## src/rtl/l1_miss_fill_ctrl.sv

```systemverilog
// l1_miss_fill_ctrl: miss/fill controller below the L1 4-way cache.
// Read misses fetch the word from backing memory and present it for one cycle
// on fill_data_o so the L1 allocates it. Every write is written through to
// memory. Optional feature macro: MISS_TIMEOUT_EN (REQ watchdog, sticky err_o).
module l1_miss_fill_ctrl #(
  parameter int unsigned           ADDR_WIDTH     = 32,
  parameter int unsigned           DATA_WIDTH     = 32,
  parameter logic [DATA_WIDTH-1:0] SENTINEL       = 32'hDEADBEEF,
  parameter int unsigned           TIMEOUT_CYCLES = 64,
  parameter int unsigned           CNT_WIDTH      = 16
) (
  input  logic                  clk,
  input  logic                  rst_n,
  input  logic                  rd_en_i,
  input  logic                  wr_en_i,
  input  logic [ADDR_WIDTH-1:0] addr_i,
  input  logic [DATA_WIDTH-1:0] wr_data_i,
  input  logic [3:0]            byte_en_i,
  input  logic                  l1_cache_hit_i,
  output logic [DATA_WIDTH-1:0] fill_data_o,
  output logic                  stall_o,
  output logic                  mem_req_o,
  output logic                  mem_we_o,
  output logic [ADDR_WIDTH-1:0] mem_addr_o,
  output logic [DATA_WIDTH-1:0] mem_wdata_o,
  output logic [3:0]            mem_byte_en_o,
  input  logic                  mem_ack_i,
  input  logic [DATA_WIDTH-1:0] mem_rdata_i,
  output logic [CNT_WIDTH-1:0]  miss_cnt_o,
  output logic                  err_o
);

  typedef enum logic [1:0] {ST_IDLE, ST_REQ, ST_FILL} state_e;

  state_e                state_q;
  logic [ADDR_WIDTH-1:0] addr_q;
  logic [DATA_WIDTH-1:0] wdata_q;
  logic [3:0]            be_q;
  logic                  we_q;
  logic                  wr_hit_q;
  logic                  req_q;
  logic [DATA_WIDTH-1:0] fill_q;
  logic [CNT_WIDTH-1:0]  miss_cnt_q;
  logic                  rd_miss_c;
  logic                  start_c;

`ifdef MISS_TIMEOUT_EN
  localparam int unsigned TO_W = $clog2(TIMEOUT_CYCLES + 1);
  logic [TO_W-1:0] to_cnt_q;
  logic            err_q;
  logic            to_hit_c;
  assign to_hit_c = (to_cnt_q == TO_W'(TIMEOUT_CYCLES - 1));
`else
  logic unused_timeout_cfg;
  assign unused_timeout_cfg = (TIMEOUT_CYCLES == 0);
`endif

  // Transfer start: read that missed the L1, or any write
  assign rd_miss_c = rd_en_i & ~l1_cache_hit_i;
  assign start_c   = rd_miss_c | wr_en_i;

  // Controller FSM with latched access and registered memory/fill outputs
  always_ff @(posedge clk or negedge rst_n) begin
    if (!rst_n) begin
      state_q    <= ST_IDLE;
      addr_q     <= '0;
      wdata_q    <= '0;
      be_q       <= '0;
      we_q       <= 1'b0;
      wr_hit_q   <= 1'b0;
      req_q      <= 1'b0;
      fill_q     <= SENTINEL;
      miss_cnt_q <= '0;
`ifdef MISS_TIMEOUT_EN
      to_cnt_q   <= '0;
      err_q      <= 1'b0;
`endif
    end else begin
      case (state_q)
        ST_IDLE: begin
          if (start_c) begin
            addr_q   <= addr_i;
            wdata_q  <= wr_data_i;
            be_q     <= byte_en_i;
            we_q     <= wr_en_i;
            wr_hit_q <= wr_en_i & l1_cache_hit_i;
            req_q    <= 1'b1;
            state_q  <= ST_REQ;
`ifdef MISS_TIMEOUT_EN
            to_cnt_q <= '0;
`endif
            if (rd_miss_c && !wr_en_i && (miss_cnt_q != '1)) begin
              miss_cnt_q <= miss_cnt_q + CNT_WIDTH'(1);
            end
          end
        end
        ST_REQ: begin
          if (mem_ack_i) begin
            req_q <= 1'b0;
            if (wr_hit_q) begin
              state_q <= ST_IDLE;
            end else begin
              fill_q  <= we_q ? wdata_q : mem_rdata_i;
              state_q <= ST_FILL;
            end
          end
`ifdef MISS_TIMEOUT_EN
          else if (to_hit_c) begin
            req_q   <= 1'b0;
            err_q   <= 1'b1;
            state_q <= ST_IDLE;
          end else begin
            to_cnt_q <= to_cnt_q + TO_W'(1);
          end
`endif
        end
        ST_FILL: begin
          fill_q  <= SENTINEL;
          state_q <= ST_IDLE;
        end
        default: begin
          req_q   <= 1'b0;
          fill_q  <= SENTINEL;
          state_q <= ST_IDLE;
        end
      endcase
    end
  end

  // Stall is combinational so the CPU sees it in the cycle the miss appears
  assign stall_o = rst_n & ((state_q == ST_IDLE && start_c) || (state_q != ST_IDLE));

  assign fill_data_o   = fill_q;
  assign mem_req_o     = req_q;
  assign mem_we_o      = we_q;
  assign mem_addr_o    = addr_q;
  assign mem_wdata_o   = wdata_q;
  assign mem_byte_en_o = be_q;
  assign miss_cnt_o    = miss_cnt_q;

`ifdef MISS_TIMEOUT_EN
  assign err_o = err_q;
`else
  assign err_o = 1'b0;
`endif

endmodule

```

## config.mk

```make
export PLATFORM = sky130hd
export DESIGN_NAME = l1_miss_fill_ctrl
export DESIGN_NICKNAME = d
export VERILOG_FILES = /design/src/rtl/l1_miss_fill_ctrl.sv
export SDC_FILE = /design/constraint.sdc
export NUM_CORES = 1
export LEC_CHECK = 0
export BUFFER_PORTS_ARGS = -buffer_cell sky130_fd_sc_hd__buf_2
export CORE_MARGIN = 2
export CORE_UTILIZATION = 31
export DETAILED_ROUTE_END_ITERATION = 8
export GPL_ROUTABILITY_DRIVEN = 0
export MAX_ROUTING_LAYER = met4
export SYNTH_ARGS = -nofsm -noshare
export SYNTH_HDL_FRONTEND = slang
export SYNTH_SLANG_ARGS = --single-unit
```

## constraint.sdc

```tcl
create_clock -name clk -period 2.5 [get_ports clk]
set_clock_uncertainty 0.05 [all_clocks]
set_input_delay 0.25 -clock clk [delete_from_list [all_inputs] [get_ports clk]]
set_output_delay 0.25 -clock clk [all_outputs]
set_load 0.01 [all_outputs]
```

==> results of run 1 <==
==> report_power, final <==
group	switching (mW)	internal (mW)	total [mW]
clock network	0.787	1.55	2.33
logic	1.67	1.61	3.28
registers	0.566	2.85	3.42
total	3.03	6.01	9.03
==> cell usage in the layout, fill, tap and decap left out, drive strengths merged, types with 2 or more instances in the layout <==
master / n
a21oi: 3
clkbuf: 29
bufinv: 2
nand2: 13
nand3: 6
mux2i: 33
nor2: 29
xnor2: 2
o21ai: 3
o31ai: 8
nand2b: 2
nor2b: 2
xor2: 12
inv: 2
dfstp: 24
mux2: 69
buf: 234
a31oi: 25
nor4: 8
nand4: 4
nor3: 3
dfrtp: 97
==> timing repair <==
item,in CTS,in global routing
hold buffers,1,0
endpoints found under the setup margin,0,0
hold endpoints to repair,34,0
setup buffers,0,0
==> registers in the layout, summed over array words and instances (netlist names) <==
name           cells
wr_hit_q           1
mem_req_o          1
state_q            2
mem_we_o           1
mem_byte_en_o      4
miss_cnt_o        16
mem_wdata_o       32
mem_addr_o        32
fill_data_o       32
==> critical path, stage by stage, from the launching register on <==
cell and delay [ns]:
dfrtp_1 0.44, or4b_4 0.58, or2_0 0.36, nor2_1 0.23
mux2_2 0.35
==> layout make-up <==
class                           count  share of cell area [%]
Inverter                            2                   0.107
Timing Repair Buffer              235                    17.4
Clock inverter                      3                   0.924
Sequential cell                   121                    43.5
Multi-Input combinational cell    235                    27.2
Clock buffer                       29                    7.11
Tap cell                          216                    3.84
==> metal layers <==
layer	global-route usage [%]	part of all wire (%)	vias to the layer above
met1	18.3	43	1848
met2	24.8	50	148
met3	3.96	5.2	18
met4	6.34	2.1	0
met5	-	0	-
li1	-	-	1829
==> logic make-up after synthesis <==
kind of cell,count (synthesis),share of synthesized area [%]
AND/OR/NAND/NOR,75,7.53
buffers and inverters,27,2.10
flip-flops,121,60.4
other,1,0.0740
multiplexers,102,21.9
XOR/XNOR,14,2.42
AO/OA/AOI/OAI,42,5.41
adder cells (fa/ha/maj),1,0.247
==> stage by stage <==
stage | setup WS (ns) | instances | instance area [um2] | hold slack [ns] | util [%]
global placement | 0.431 | 808 | 6460 | 0.198 | 40.5
global route | 0.286 | 841 | 7040 | 0.00301 | 44.1
finish | 0.379 | 841 | 7040 | 0.0242 | 44.1
detailed placement | 0.388 | 808 | 6460 | 0.201 | 40.5
CTS | 0.386 | 841 | 7040 | 0.00214 | 44.1
floorplan | 0.511 | 383 | 5070 | -0.0956 | -
==> final timing paths <==
kind,from,to
min reg2reg,fill_data_o[24]$_DFFE_PN0P_,fill_data_o[24]$_DFFE_PN0P_
min,mem_ack_i,state_q[0]$_DFFE_PN0P_
max in group asynchronous,rst_n,fill_data_o[19]$_DFFE_PN1P_
max,state_q[1]$_DFFE_PN0P_,miss_cnt_o[1]$_DFFE_PN0P_
min in group asynchronous,rst_n,mem_addr_o[14]$_DFFE_PN0P_
max reg2reg,state_q[1]$_DFFE_PN0P_,miss_cnt_o[1]$_DFFE_PN0P_
==> impl_metrics.ini, run 1 <==
[global_route]
globalRouteTotalUtil_pct = 15.3
grt_pass1_wl_um = 20500
grt_start_max_net_pins = 50
grt_pass1_vias = 3993
antenna_found_initial = 0
grt_overflow = 0

[sta]
fin_setup_tns_ns = 0
rsz0062_at_grt = false
slew_headroom_pct = 43.9
period_share_pct = 84.8
setup_viol = 0
min_period_ns = 2.12
hold_violations = 0
max_freq_mhz = 471
finalMaxSlewViolations = 0
worst_pin_slew_ns = 0.842

[synthesis]
synth_enable_flop_cells = 0
synthTopCellsByCount = 97 x dfrtp_1, 69 x mux2_2, 33 x mux2i_1
synthCells = 383
synth_area_leaders = dfrtp_1 48%, mux2_2 15%, dfstp_2 12%
ys_seq_area_share_pct = 60.4
synth.most_common_cell = dfrtp_1
yosys_warnings = 0
synth-seq-cells = 121
async_flop_share_pct = 100
syn_area_per_cell_um2 = 13.2
syn_nets = 490
yosys.area.top_type = dfrtp_1
synth_top_area_share_pct = 47.9
synth.distinct_cells = 38
synth_flop_cell = dfrtp_1
syn-cell-area_um2 = 5070

[critical_path]
reg2reg_slack_ns = 0.38
r2r_cells = 4
arrival_ns = 2.36
critPathLaunchType = flip-flop
endpoint_kind = flip-flop
critPathKind = flip-flop to flip-flop
required_ns = 2.74
cp_max_fo = 8

[power]
power_mw = 9.03
p_per_area_nw_per_um2 = 1280
p_leak_nw = 3.47
ir_drop_mv = 0.511

[floorplanning]
dieArea_um2 = 17400
start_util_pct = 31.8
coreArea_um2 = 15900
io_pins = 226
die_y_um = 132
rows = 46
dieWidth_um = 132

[layout]
register_area_um2 = 3060
synthToLayoutAreaGrowth_pct = 38.9
fillers = 1529
multiInputGateArea_um2 = 1910
drive_gt1_share_pct = 57.1
antennaDiodeCount = 0
fin_nets = 719

[clocking]
cts_buffer_depth = 2
cts-root-buf = clkbuf_16
numCtsBuffers = 17
cts_tree = built
clk-insertion-delay-late_ns = 0.40
h-tree-depth = 4
cts_resized = 0
cts.clk_slew.worst_paths_ns = 0.06
cts.sinks = 121

[hold_path]
hold_path.class = primary input to flip-flop
whs_path_depth = 2

[drt]
drtPass1Iterations = 4
via_per_inst = 4.57
postRouteWirelength_um = 12800
first_iter_violations = 202
routedWlPerCell_um = 15.2
num_vias = 3843
antenna_left = 0
drc = 0

[run]
max_cap_viol_count = 0

[run_status]
status = finished clean

[place]
port_buffers = 224
dp_hpwl_um = 9400
Power figures use the tool's default switching activity.
==> run 2, diff against run 1 <==
ABC_AREA = 1   (was not set)
clock period = 1.9 ns   (was 2.5 ns; I/O delays follow)
==> impl_metrics.ini, run 2 <==
[drt]
num_vias = 5383
antenna_left = 0
postRouteWirelength_um = 16900
drtPass1Iterations = 4
first_iter_violations = 261
via_per_inst = 4.47
routedWlPerCell_um = 14.0
drc = 0

[global_route]
globalRouteTotalUtil_pct = 19.5
grt_start_max_net_pins = 79
grt_pass1_wl_um = 26700
grt_pass1_vias = 5215
grt_overflow = 0
antenna_found_initial = 1

[clocking]
clk-insertion-delay-late_ns = 0.42
cts_buffer_depth = 2
cts_resized = 0
h-tree-depth = 4
numCtsBuffers = 17
cts-root-buf = clkbuf_16
cts_tree = built
cts.clk_slew.worst_paths_ns = 0.06
cts_hold_buf = 97
cts.sinks = 121
postCtsSetupBuffers = 0

[critical_path]
slowest_delay_ns = 0.39
arrival_ns = 1.43
critPathKind = flip-flop to primary output
reg2reg_slack_ns = 0.23
endpoint_kind = primary output
cp_max_fo = 3
worstPathCellList = inv_1 -> nand2_1 -> o21ai_0 -> inv_1 -> buf_2
r2r_cells = 7
required_ns = 1.66
rr_startpoint = miss_cnt_o[1]$_DFFE_PN0P_
crit_path_frequent_cell = inv_1
critPathLaunchType = flip-flop
reg2reg_to = miss_cnt_o[5]$_DFFE_PN0P_
cp_slowest_cell = dfrtp_1

[hold_path]
hp-start = mem_rdata_i[29]
holdPathEnd = fill_data_o[29]$_DFFE_PN0P_
whs_path_depth = 3
hold_path.class = primary input to flip-flop

[sta]
layout_setup_ws_ns = 0.226
period_share_pct = 88.1
max_freq_mhz = 597
hold_violations = 0
fin_setup_tns_ns = 0
rsz0062_at_grt = false
finalMaxSlewViolations = 0
min_period_ns = 1.67
holdWs_ns = 0.0268
setup_viol = 0

[layout]
synthToLayoutAreaGrowth_pct = 56.4
fillers = 1612
layout_commonest_cell = nand2_1
fin_cells = 1204
fin_util_pct = 49.7
final_cell_mix = 308 x nand2_1, 223 x buf_2, 97 x dfrtp_1, 97 x dlygate4sd3_1, 65 x nor2_1
drive_gt1_share_pct = 31.0
design_area_um2 = 8270
fin_nets = 1077

[floorplanning]
start_util_pct = 31.8
io_pins = 226
die_y_um = 135
rows = 47
coreArea_um2 = 16600
dieWidth_um = 135
dieArea_um2 = 18100

[synthesis]
yosys_warnings = 0
syn-cell-area_um2 = 5290
ys_seq_area_share_pct = 57.8
synthTopCellsByCount = 309 x nand2_1, 97 x dfrtp_1, 65 x nor2_1
synth_top_area_share_pct = 45.9
synth-seq-cells = 121
yosys.area.top_type = dfrtp_1
synth_area_leaders = dfrtp_1 46%, nand2_1 22%, dfstp_2 12%
synth.most_common_cell = nand2_1
syn_area_per_cell_um2 = 8.17
async_flop_share_pct = 100
synth.distinct_cells = 27
synthCells = 647
synth_enable_flop_cells = 0
syn_nets = 754
synth_flop_cell = dfrtp_1

[power]
seq_power_share_pct = 35.3
swShare_pct = 39.3
clock_power_share_pct = 25.2
ir_drop_mv = 0.622
power_mw = 12.5
p_per_area_nw_per_um2 = 1510
share_comb_of_total_power_pct = 39.5
p_int_mw = 7.58
p_sw_mw = 4.91
p_leak_nw = 4.29

[run]
max_cap_viol_count = 0

[place]
pre_cts_ws_ns = 0.227
dp_hpwl_um = 11200
place_area_um2 = 6720
place_inst = 1074
port_buffers = 224

[run_status]
status = finished clean
[run 2: cell count changes after synthesis, sizes merged, moves of 8 or more]
cell	before	now
o31ai	8	0
xor2	12	1
o21ai	3	18
mux2	69	0
inv	2	18
nor4	8	0
mux2i	33	0
nand2	13	312
nor2	29	67
a21oi	3	33
clkbuf	18	26
[run 2: area by class of cell]
class,count,area [um2],share of cell area [%]
Antenna cell,1,2.50,0.0303
Clock buffer,17,425,5.14
Clock inverter,15,151,1.83
Inverter,18,70.1,0.847
Multi-Input combinational cell,476,2030,24.6
Sequential cell,121,3060,37.0
Tap cell,220,275,3.33
Timing Repair Buffer,336,2260,27.3
[run 2: cells by family after synthesis]
logic type,count (synthesis),share of synthesized area (%)
other,1,0.0709
DFF,121,57.8
xor gates and xnor gates,7,1.16
buffers and inverters,50,3.95
and+or+nand+nor,391,28.7
AOI/OAI and AO/OA,76,8.07
adders and majority gates,1,0.237
[run 2: how the worst max path moves through the flow]
stage                         startpoint                          to  slack (ns)  depth (start not counted)
2_1_floorplan  miss_cnt_o[0]$_DFFE_PN0P_   miss_cnt_o[4]$_DFFE_PN0P_        0.17                          9
3_3_place_gp   miss_cnt_o[1]$_DFFE_PN0P_   miss_cnt_o[5]$_DFFE_PN0P_        0.29                          7
3_5_place_dp   miss_cnt_o[1]$_DFFE_PN0P_   miss_cnt_o[5]$_DFFE_PN0P_        0.23                          7
4_1_cts           state_q[1]$_DFFE_PN0P_                     stall_o        0.20                          5
5_1_grt        miss_cnt_o[1]$_DFFE_PN0P_  miss_cnt_o[14]$_DFFE_PN0P_         0.1                          8
6_report          state_q[1]$_DFFE_PN0P_                     stall_o        0.23                          5
[run 2: metal layers]
layer,vias to the layer above,part of all wire [%],GRT usage [%]
li1,2683,-,-
met1,2504,43,23.0
met2,175,49,32.3
met3,21,6.3,5.26
met4,0,1.8,6.55
met5,-,0,-
[run 2: power by group through the flow]
stage	registers [mW]	logic [mW]	clock network, mW
4_1_cts	4.40	5.00	3.23
2_1_floorplan	4.90	2.20	0
3_3_place_gp	4.41	4.77	0
6_report	4.40	4.93	3.15
5_1_grt	4.54	5.52	3.34
3_5_place_dp	4.43	4.83	0
[run 2: critical path: cells and delay by family, from the launching register on]
| family | cells | cell delay [ns] |
|---|---|---|
| and+or+nand+nor | 1 | 0.12 |
| AOI/OAI and AO/OA | 1 | 0.21 |
| DFF | 1 | 0.39 |
| buffers and inverters | 3 | 0.29 |
==> run 3, diff against run 2 <==
ABC_AREA = not set   (was 1)
==> impl_metrics.ini, run 3 (synthesis results as in run 1) <==
[drt]
antenna_left = 0
drc = 0
postRouteWirelength_um = 14100
drtPass1Iterations = 4
num_vias = 4194
via_per_inst = 4.55
first_iter_violations = 131
routedWlPerCell_um = 15.3

[floorplanning]
io_pins = 226
coreArea_um2 = 15900
start_util_pct = 31.8
dieWidth_um = 132
rows = 46
die_y_um = 132
dieArea_um2 = 17400

[layout]
antennaDiodeCount = 0
final_cell_mix = 223 x buf_2, 96 x dfrtp_1, 70 x dlygate4sd3_1, 69 x mux2_2, 33 x mux2i_1
layout_commonest_cell = buf_2
synthToLayoutAreaGrowth_pct = 57.7
fin_nets = 799
fin_util_pct = 50.1
drive_gt1_share_pct = 54.8
fin_cells = 921

[critical_path]
worstPathCellList = nand4_1 -> nor4_2 -> buf_4 -> nor2_4 -> mux2_2
crit_family = simple AND/OR/NAND/NOR gates
rr_startpoint = miss_cnt_o[4]$_DFFE_PN0P_
required_ns = 2.14
slowest_delay_ns = 0.43
cp-startpoint = miss_cnt_o[4]$_DFFE_PN0P_
endpoint_kind = flip-flop
critPathKind = flip-flop to flip-flop
cp_slowest_cell = dfrtp_1
critPathLaunchType = flip-flop
crit_buf_inv = 1
cp_max_fo = 8
arrival_ns = 2.14

[run_status]
status = finished, violations left
violations = negative setup slack

[global_route]
grt_overflow = 0
grt_pass1_wl_um = 23100
globalRouteTotalUtil_pct = 17.2
grt_start_max_net_pins = 122
grt_pass1_vias = 4615
antenna_found_initial = 0

[run]
max_cap_viol_count = 0

[clocking]
cts_buffer_depth = 2
cts.clk_slew.worst_paths_ns = 0.06
cts-root-buf = clkbuf_16
clk-insertion-delay-late_ns = 0.40
numCtsBuffers = 17
h-tree-depth = 4
cts_tree = built
cts.sinks = 121

[place]
pre_cts_ws_ns = -0.138
place_inst = 815
dp_hpwl_um = 9340
port_buffers = 224

[sta]
hold_violations = 0
layout_setup_ws_ns = -0.00165
min_period_ns = 1.90
period_share_pct = 100
finalMaxSlewViolations = 0
slew_headroom_pct = 58.3
rsz0062_at_grt = true
holdWs_ns = 0.0394
max_freq_mhz = 526
worst_pin_slew_ns = 0.626
setup_viol = 1

[hold_path]
hold_path.class = primary input to flip-flop
hp-start = mem_rdata_i[25]

[power]
ir_drop_mv = 0.743
p_leak_nw = 3.86
p_per_area_nw_per_um2 = 1540
run 3: worst reg2reg max path: cells and delay by family, from the launching register on:
| family | cells | cell delay [ns] |
|---|---|---|
| buffers and inverters | 1 | 0.30 |
| and+or+nand+nor | 3 | 0.74 |
| DFF | 1 | 0.43 |
| muxes | 1 | 0.26 |
run 3: routing by layer:
layer	vias up	share of wire (%)	GRT usage, %
li1	1991	-	-
met1	2010	42	19.8
met2	165	51	28.6
met3	28	4.4	3.81
met4	0	2.7	7.85
met5	-	0	-
run 3: cell type report:
cell class / count / area (um2)
clock buffers: 25 / 505
clock inverters: 7 / 65.1
fillers: 1422 / 7950
inverters: 2 / 7.51
multi-input cells: 235 / 2030
flip-flops and latches: 121 / 3060
well taps: 216 / 270
repair buffers: 315 / 2050
run 3: report_power, final:
part | leakage (nW) | switching (mW) | total, mW | internal (mW)
combinational | 2.16 | 2.37 | 4.78 | 2.41
clock | 0.279 | 1.10 | 3.06 | 1.96
sequential | 1.42 | 0.688 | 4.44 | 3.75
run 3: repair_timing:
item                       in CTS  in global routing
setup buffers                   0                  4
gates resized for setup         5                 14
pin swaps                       0                  4
setup endpoints to repair      11                 11
hold endpoints to repair      166                  0
hold buffers                   70                  0
run 3: stage by stage:
| step | power (mW) | TNS (ns) | instance area (um2) |
|---|---|---|---|
| after CTS | 12.4 | 0 | 7870 |
| after detailed placement | 9.13 | -0.635 | 6580 |
| final | 12.3 | -0.00165 | 7990 |
| after global routing | 13.1 | -0.362 | 7990 |
| after global placement | 8.98 | -0.135 | 6580 |
| after floorplan | 7.11 | -0.0576 | 5080 |
run 3: worst paths after layout:
path | end | slack (ns) | cells past startpoint
max | miss_cnt_o[1]$_DFFE_PN0P_ | -0.002 | 5
min | fill_data_o[25]$_DFFE_PN1P_ | 0.04 | 3
max reg2reg | miss_cnt_o[1]$_DFFE_PN0P_ | -0.002 | 5
min reg2reg | fill_data_o[8]$_DFFE_PN0P_ | 0.42 | 2
max in group asynchronous | mem_we_o$_DFFE_PN0P_ | 0.90 | 3
min in group asynchronous | mem_wdata_o[25]$_DFFE_PN0P_ | 0.43 | 3
